$ cat src/rtl/hvac_zone_ctrl.sv
// hvac_zone_ctrl: multi-zone heat/cool controller. Each zone runs its own
// IDLE/HEATING/COOLING/LOCKOUT machine on signed fixed-point temperatures
// (4 fractional bits), with hysteresis, minimum-run and lockout timers,
// a global mode select and sticky over/under-limit faults.
module hvac_zone_ctrl #(
    parameter int ZONES   = 4,
    parameter int TW      = 12,
    parameter int HYST    = 8,
    parameter int MIN_RUN = 6,
    parameter int LOCKOUT = 10,
    parameter logic signed [TW-1:0] TMAX = 12'sd1280,
    parameter logic signed [TW-1:0] TMIN = -12'sd160
) (
    input  logic                  clock,
    input  logic                  reset,
    input  logic [1:0]            mode,
    input  logic                  temp_valid,
    input  logic [ZONES*TW-1:0]   temp,
    input  logic [ZONES*TW-1:0]   setpoint,
    input  logic                  fault_clr,
    output logic [ZONES-1:0]      heat,
    output logic [ZONES-1:0]      cool,
    output logic [2*ZONES-1:0]    zone_state,
    output logic [ZONES-1:0]      fault
);

    typedef enum logic [1:0] {
        ST_IDLE = 2'b00,
        ST_HEAT = 2'b01,
        ST_COOL = 2'b10,
        ST_LOCK = 2'b11
    } state_t;

    // One timer serves both the run and lockout phases, so it must reach
    // the larger of the two terminal counts.
    localparam int CNT_MAX = (MIN_RUN > LOCKOUT) ? MIN_RUN : LOCKOUT;
    localparam int CW      = $clog2(CNT_MAX + 1);

    localparam logic [CW-1:0]        RUN_LAST  = CW'(MIN_RUN - 1);
    localparam logic [CW-1:0]        LOCK_LAST = CW'(LOCKOUT - 1);
    localparam logic signed [TW:0]   HYST_POS  = (TW+1)'(HYST);
    localparam logic signed [TW:0]   HYST_NEG  = -HYST_POS;
    localparam logic signed [TW:0]   ERR_ZERO  = '0;

    // mode[0] enables heating (01/11), mode[1] enables cooling (10/11).
    logic heat_en;
    logic cool_en;
    assign heat_en = mode[0];
    assign cool_en = mode[1];

    for (genvar z = 0; z < ZONES; z++) begin : g_zone
        state_t                 state_q;
        state_t                 state_d;
        logic [CW-1:0]          tcnt_q;
        logic [CW-1:0]          tcnt_d;
        logic                   fault_q;
        logic                   fault_d;
        logic signed [TW-1:0]   t;
        logic signed [TW-1:0]   s;
        logic signed [TW:0]     err;
        logic                   over;
        logic                   under;
        logic                   viol;
        logic                   blocked;

        assign t   = temp[z*TW +: TW];
        assign s   = setpoint[z*TW +: TW];
        // One extra bit so the difference of two full-range values cannot wrap.
        assign err = {t[TW-1], t} - {s[TW-1], s};

        assign over    = (t > TMAX);
        assign under   = (t < TMIN);
        assign viol    = over | under;
        // A violation seen on this very tick also prevents starting a run.
        assign blocked = fault_q | viol;

        // Next-state, timer and sticky-fault logic; everything moves only on a tick.
        always_comb begin
            state_d = state_q;
            tcnt_d  = tcnt_q;
            fault_d = fault_q;
            if (fault_clr) begin
                fault_d = 1'b0;
            end
            if (temp_valid) begin
                if (viol) begin
                    fault_d = 1'b1;
                end
                case (state_q)
                    ST_IDLE: begin
                        tcnt_d = '0;
                        if (heat_en && (err < HYST_NEG) && !blocked) begin
                            state_d = ST_HEAT;
                        end else if (cool_en && (err > HYST_POS) && !blocked) begin
                            state_d = ST_COOL;
                        end
                    end
                    ST_HEAT: begin
                        if (!heat_en || over) begin
                            state_d = ST_LOCK;
                            tcnt_d  = '0;
                        end else if ((err >= ERR_ZERO) && (tcnt_q >= RUN_LAST)) begin
                            state_d = ST_LOCK;
                            tcnt_d  = '0;
                        end else begin
                            tcnt_d = tcnt_q + 1'b1;
                        end
                    end
                    ST_COOL: begin
                        if (!cool_en || under) begin
                            state_d = ST_LOCK;
                            tcnt_d  = '0;
                        end else if ((err <= ERR_ZERO) && (tcnt_q >= RUN_LAST)) begin
                            state_d = ST_LOCK;
                            tcnt_d  = '0;
                        end else begin
                            tcnt_d = tcnt_q + 1'b1;
                        end
                    end
                    default: begin
                        // Lockout ignores mode: it always runs its full length.
                        if (tcnt_q == LOCK_LAST) begin
                            state_d = ST_IDLE;
                            tcnt_d  = '0;
                        end else begin
                            tcnt_d = tcnt_q + 1'b1;
                        end
                    end
                endcase
            end
        end

        // Zone state, timer and fault registers with asynchronous clear.
        always_ff @(posedge clock or posedge reset) begin
            if (reset) begin
                state_q <= ST_IDLE;
                tcnt_q  <= '0;
                fault_q <= 1'b0;
            end else begin
                state_q <= state_d;
                tcnt_q  <= tcnt_d;
                fault_q <= fault_d;
            end
        end

        // Drives decode straight from the state register: glitch-free and
        // heat/cool mutually exclusive by construction.
        assign heat[z]             = (state_q == ST_HEAT);
        assign cool[z]             = (state_q == ST_COOL);
        assign zone_state[2*z +: 2] = state_q;
        assign fault[z]            = fault_q;
    end

endmodule

$ cat config.mk
export PLATFORM = sky130hd
export DESIGN_NAME = hvac_zone_ctrl
export DESIGN_NICKNAME = d
export VERILOG_FILES = /design/src/rtl/hvac_zone_ctrl.sv
export SDC_FILE = /design/constraint.sdc
export NUM_CORES = 1
export LEC_CHECK = 0
export CELL_PAD_IN_SITES_DETAIL_PLACEMENT = 2
export CELL_PAD_IN_SITES_GLOBAL_PLACEMENT = 2
export CORE_ASPECT_RATIO = 1.1
export CORE_MARGIN = 5
export CORE_UTILIZATION = 29
export DETAILED_ROUTE_END_ITERATION = 12
export PLACE_DENSITY = 0.85
export SLEW_MARGIN = 20
export SYNTH_ARGS = -nofsm -noshare
export SYNTH_HDL_FRONTEND = slang
export SYNTH_SLANG_ARGS = --single-unit
$ cat constraint.sdc
create_clock -name clock -period 2.55 [get_ports clock]
set_input_delay 0.51 -clock clock [delete_from_list [all_inputs] [get_ports clock]]
set_output_delay 0.51 -clock clock [all_outputs]
set_load 0.1 [all_outputs]
==> run metrics, run 1 <==
run status=stopped before the end; stage at which the flow ended=5_1_grt; First Err=[ERROR GRT-0232] Routing congestion too high. Check the congestion heatmap in the GUI.; worst-path endpoint category=register data pin; Initial Util=0.293; Syn Inst Count=718; Inst Count DP=1,258; largest net degree at the start of global routing=29; Post-DP Area=0.00853 mm2; initial antenna violation count=1; asr flop ratio synth=1.00; number of clock sinks=28; register area share after synthesis=0.130; GP Congestion=0.838; residual overflow from global routing=71; clock tree root driver cell=sky130_fd_sc_hd__clkbuf_16; DIE HEIGHT=153 um; EDFF count, synth=0; dpl hpwl=22.4 mm; CTS Buf Count=3; number of storage elements in the synthesis netlist=28; H-Tree Depth=1; number of ports placed on the die boundary=122; number of placement rows=52; global router's overall resource usage=0.620; most used flip-flop cell after synthesis=sky130_fd_sc_hd__dfrtp_1; Synth Net Count=899; number of input and output port buffers inserted=121; Die X=140 um; Yosys warning total=0; syn avg cell area=7.49 um2; number of distinct library cells after synthesis=77; cts-stage hold buffer count=0; summed instance area of the synthesized netlist=0.00538 mm2; worst endpoint after global-route timing repair=g_zone[1].state_q[1]$_DFFE_PP0P_/D; Longest Clk Path Bufs=2
logic make-up after synthesis:
family,synth area share
AO/OA/AOI/OAI,0.291
flip-flops,0.130
XOR/XNOR,0.0342
buffers and inverters,0.0917
adder cells (fa/ha/maj),0.188
multiplexers,0.0261
AND/OR/NAND/NOR,0.239
per-layer routing:
layer | GRT usage | overflow
met5 | 0.0732 | 0
met4 | 0.687 | 29
met3 | 0.339 | 0
met2 | 0.879 | 42
met1 | 0.594 | 0
cell usage after synthesis, types with 7 or more instances:
| cell type | instances | area [um2] |
|---|---|---|
| sky130_fd_sc_hd__ha_1 | 76 | 951 |
| sky130_fd_sc_hd__a211oi_1 | 10 | 75.1 |
| sky130_fd_sc_hd__a21o_1 | 18 | 135 |
| sky130_fd_sc_hd__inv_1 | 98 | 368 |
| sky130_fd_sc_hd__nor4_1 | 13 | 81.3 |
| sky130_fd_sc_hd__or3_1 | 8 | 50.1 |
| sky130_fd_sc_hd__xnor2_1 | 9 | 78.8 |
| sky130_fd_sc_hd__nor2b_1 | 12 | 75.1 |
| sky130_fd_sc_hd__o21a_1 | 12 | 90.1 |
| sky130_fd_sc_hd__nand3_1 | 37 | 185 |
| sky130_fd_sc_hd__a21oi_1 | 44 | 220 |
| sky130_fd_sc_hd__nor3_1 | 12 | 60.1 |
| sky130_fd_sc_hd__o21ai_0 | 40 | 200 |
| sky130_fd_sc_hd__nand4_1 | 10 | 62.6 |
| sky130_fd_sc_hd__nor2_1 | 40 | 150 |
| sky130_fd_sc_hd__nand2_1 | 44 | 165 |
| sky130_fd_sc_hd__xor2_1 | 12 | 105 |
| sky130_fd_sc_hd__dfrtp_1 | 28 | 701 |
| sky130_fd_sc_hd__and2_1 | 7 | 43.8 |
| sky130_fd_sc_hd__a31oi_1 | 8 | 50.1 |
| sky130_fd_sc_hd__o31ai_1 | 7 | 52.6 |
| sky130_fd_sc_hd__o211ai_1 | 10 | 75.1 |
| sky130_fd_sc_hd__o2111ai_1 | 8 | 70.1 |
| sky130_fd_sc_hd__mux2i_1 | 8 | 80.1 |
| sky130_fd_sc_hd__and3_1 | 11 | 68.8 |
| sky130_fd_sc_hd__nand2b_1 | 21 | 131 |
stage by stage:
| step | utilization | worst slack, ns |
|---|---|---|
| after CTS | 0.534 | -0.694 |
| after floorplan | - | -0.488 |
| after detailed placement | 0.465 | -1.48 |
| after global placement | 0.465 | -1.27 |
what timing repair did:
item / in CTS
pin swaps: 109
buffers inserted: 39
setup endpoints to repair: 25
resized for setup: 349
endpoints found under the hold margin: 0
==> inputs of run 2 (changes only) <==
==> config.mk (replaced) <==
export PLATFORM = sky130hd
export DESIGN_NAME = hvac_zone_ctrl
export DESIGN_NICKNAME = d
export VERILOG_FILES = /design/src/rtl/hvac_zone_ctrl.sv
export SDC_FILE = /design/constraint.sdc
export NUM_CORES = 1
export LEC_CHECK = 0
export CORE_MARGIN = 5
export CORE_UTILIZATION = 40
export DETAILED_ROUTE_END_ITERATION = 12
export PLACE_DENSITY_LB_ADDON = 0.15
export SLEW_MARGIN = 20
export SYNTH_ARGS = -nofsm -noshare
export SYNTH_HDL_FRONTEND = slang
export SYNTH_SLANG_ARGS = --single-unit
==> run 2 against run 1 <==
  * The flow now finishes, with violations (negative setup slack)
  * Area after synthesis unchanged
  * Synthesized cell count unchanged
==> run metrics, run 2 <==
global-route wire length before repair=32.4 mm; Critical Setup Path Class=input pin to flop; Detailed Route WL=19.5 mm; Peak supply drop=0.604 mV; dominant cell by count in the synthesized netlist=sky130_fd_sc_hd__inv_1; commonest non-fill, non-tap cells in the layout=sky130_fd_sc_hd__buf_4, sky130_fd_sc_hd__inv_1, sky130_fd_sc_hd__nand2_1, sky130_fd_sc_hd__ha_4, sky130_fd_sc_hd__dlygate4sd2_1; Initial DRC Count=321; static leakage power=4.57 nW; Area Overhead vs Synth=81.9%; most common cell after layout, fill and taps aside=sky130_fd_sc_hd__buf_4; most used flip-flop cell after synthesis=sky130_fd_sc_hd__dfrtp_1; clock tree from TritonCTS=done; average detailed-routed wire length per instance=15.8 um; clock skew after layout=0.000900 ns; number of vias in the routed layout=6,777; syn avg cell area=7.49 um2; clock tree root driver cell=sky130_fd_sc_hd__clkbuf_16; number of distinct library cells after synthesis=77; data required time at the worst endpoint=2.75 ns; final critical-path required period=3.16 ns; cts-stage hold buffer count=0; EDFF count, synth=0; global router's overall resource usage=0.233; H-Tree Depth=1; max-slew headroom at the worst pin=0.636; Crit. End Element=flop; final cell utilization of the core=0.741; most frequent cells after synthesis=sky130_fd_sc_hd__inv_1, sky130_fd_sc_hd__ha_1, sky130_fd_sc_hd__a21oi_1, sky130_fd_sc_hd__nand2_1; post-route ant nets=0; number of ports placed on the die boundary=122; summed instance area of the synthesized netlist=0.00538 mm2; highest-utilization routing layer at the global route stage=met2; number of clock sinks=28; global routing usage on met3=0.0220; Initial Util=0.408; setup repair after global routing missed its margin=yes; run status=complete, but fails checks; power after layout=5.75 mW; largest net degree at the start of global routing=29; violated checks=negative setup slack; Longest Clk Path Bufs=2; Worst Max-Slew Pin Slew=0.544 ns; number of storage elements in the synthesis netlist=28; Nets=1,244; via count of the first global-routing pass=7,155; Highest Clock Rate=316 MHz; area enclosed by the die boundary=0.0159 mm2; DR vias/cell=5.47; met1 usage in global routing=0.280; number of pins with negative max-slew slack in the final report=0; dpl hpwl=14.1 mm; global routing met2 resource utilization=0.444; post-route setup TNS=-6.40 ns; multi-input gate area in the final layout=0.00547 mm2; CTS Buf Count=3; number of placement rows=42; register area share after synthesis=0.130; PnR worst setup slack=-0.613 ns; cell accounting for the most synthesized area=sky130_fd_sc_hd__ha_1; diodes inserted=0; Setup violations, final=20; CP Data Arrival Time=3.36 ns; ranking of synthesized cells by area=sky130_fd_sc_hd__ha_1, sky130_fd_sc_hd__dfrtp_1, sky130_fd_sc_hd__inv_1; largest registers ranked by flip-flop count=g_zone.tcnt_q x16, g_zone.state_q x8, g_zone.fault_q x4; Floorplan Core Area=0.0132 mm2; GP Congestion=0.904; residual overflow from global routing=0; Post-DP Area=0.00847 mm2; number of input and output port buffers inserted=121; DIE HEIGHT=126 um; Syn Inst Count=718; number of hold violations in the final report=0; worst-skew pair later-pin latency=0.26 ns; Worst Setup Start Kind=input pin; Final Instance Count excl. Fillers=1,238; Die X=126 um; area of all placed cells without fillers=0.00978 mm2; DRC violations left=0; Synth Net Count=899; period utilisation layout=1.24; detailed-router iteration count before antenna repair=5; Clock transition at path regs=0.07 ns; Min-Delay Path Class=flop to flop; Yosys warning total=0; Inst Count DP=1,194; Top reg by flops=g_zone.tcnt_q; filler cell count in the final layout=1,014; maximum fanout encountered on the critical timing path=3; total area of sequential cells=704 um2; flip-flop count of the largest register, all copies and words added=16; pwr dens=588 mW/mm2; post-synth top area share=0.177; asr flop ratio synth=1.00; share of layout cells above drive strength 1=0.475; initial antenna violation count=0; max-cap check violation count=0
[run 2: worst max-delay path, stage by stage]
cell,delay [ns]
sky130_fd_sc_hd__dlygate4sd2_1,0.27
sky130_fd_sc_hd__ha_4,0.22
sky130_fd_sc_hd__a21o_1,0.18
sky130_fd_sc_hd__a21o_1,0.22
sky130_fd_sc_hd__or3_1,0.38
sky130_fd_sc_hd__a311oi_2,0.31
sky130_fd_sc_hd__xnor2_2,0.10
sky130_fd_sc_hd__buf_4,0.15
sky130_fd_sc_hd__nor4_4,0.29
sky130_fd_sc_hd__o21ai_2,0.13
sky130_fd_sc_hd__buf_4,0.15
sky130_fd_sc_hd__buf_4,0.12
sky130_fd_sc_hd__a21oi_1,0.18
sky130_fd_sc_hd__mux2_4,0.18
[run 2: layout make-up]
| class | count | share of cell area |
|---|---|---|
| multi-input combinational | 576 | 0.560 |
| timing repair buffer | 356 | 0.294 |
| sequential | 28 | 0.0720 |
| inverter | 98 | 0.0438 |
| tap | 176 | 0.0225 |
| clock buffer | 4 | 0.00806 |
[run 2: timing repair]
action                                  in CTS  in global routing
endpoints found under the setup margin      24                 24
setup buffers                               40                  7
resized for setup                          322                 63
pin swaps                                  110                 42
[run 2: kinds of logic (layout without fill, tap and decap cells)]
logic type,Yosys count,after routing,synth area share
xor+xnor,21,21,0.0342
mux,13,13,0.0261
simple gates,239,239,0.239
flops,28,28,0.130
fa+ha+maj,79,79,0.188
buf+inv,114,458,0.0917
compound gates,224,224,0.291
[run 2: layer usage]
layer  up-vias  share of wire
li1       3316              -
met1      3209           0.41
met3        44          0.039
met4         0          0.024
met5         -              0
met2       208           0.53
[run 2: worst paths after layout]
path,start,to,slack (ns),depth (start not counted)
hold / removal,g_zone[2].fault_q,g_zone[2].fault_q,0.56,2
setup / recovery,temp[27],g_zone[2].state_q[1],-0.61,14
setup reg to reg,g_zone[2].tcnt_q[1],g_zone[2].state_q[1],0.11,10
hold reg to reg,g_zone[2].fault_q,g_zone[2].fault_q,0.56,2
min in group asynchronous,reset,g_zone[1].fault_q,0.61,3
max in group asynchronous,reset,g_zone[2].state_q[0],1.62,3
[run 2: where the power goes]
group	leakage (nW)	switching [mW]	internal (mW)	total (mW)
Clock	0.0382	0.157	0.214	0.372
Sequential	0.358	0.181	0.592	0.772
Combinational	4.18	2.70	1.90	4.60
Total	4.57	3.04	2.71	5.75
[run 2: stage by stage]
step                setup WS, ns  hold slack (ns)
floorplan                 -0.488            0.520
global placement           -1.25            0.551
detailed placement         -1.44            0.560
CTS                       -0.542            0.569
global route              -0.727            0.593
finish                    -0.613            0.564
Note: power is estimated with default switching activity, not from simulation.
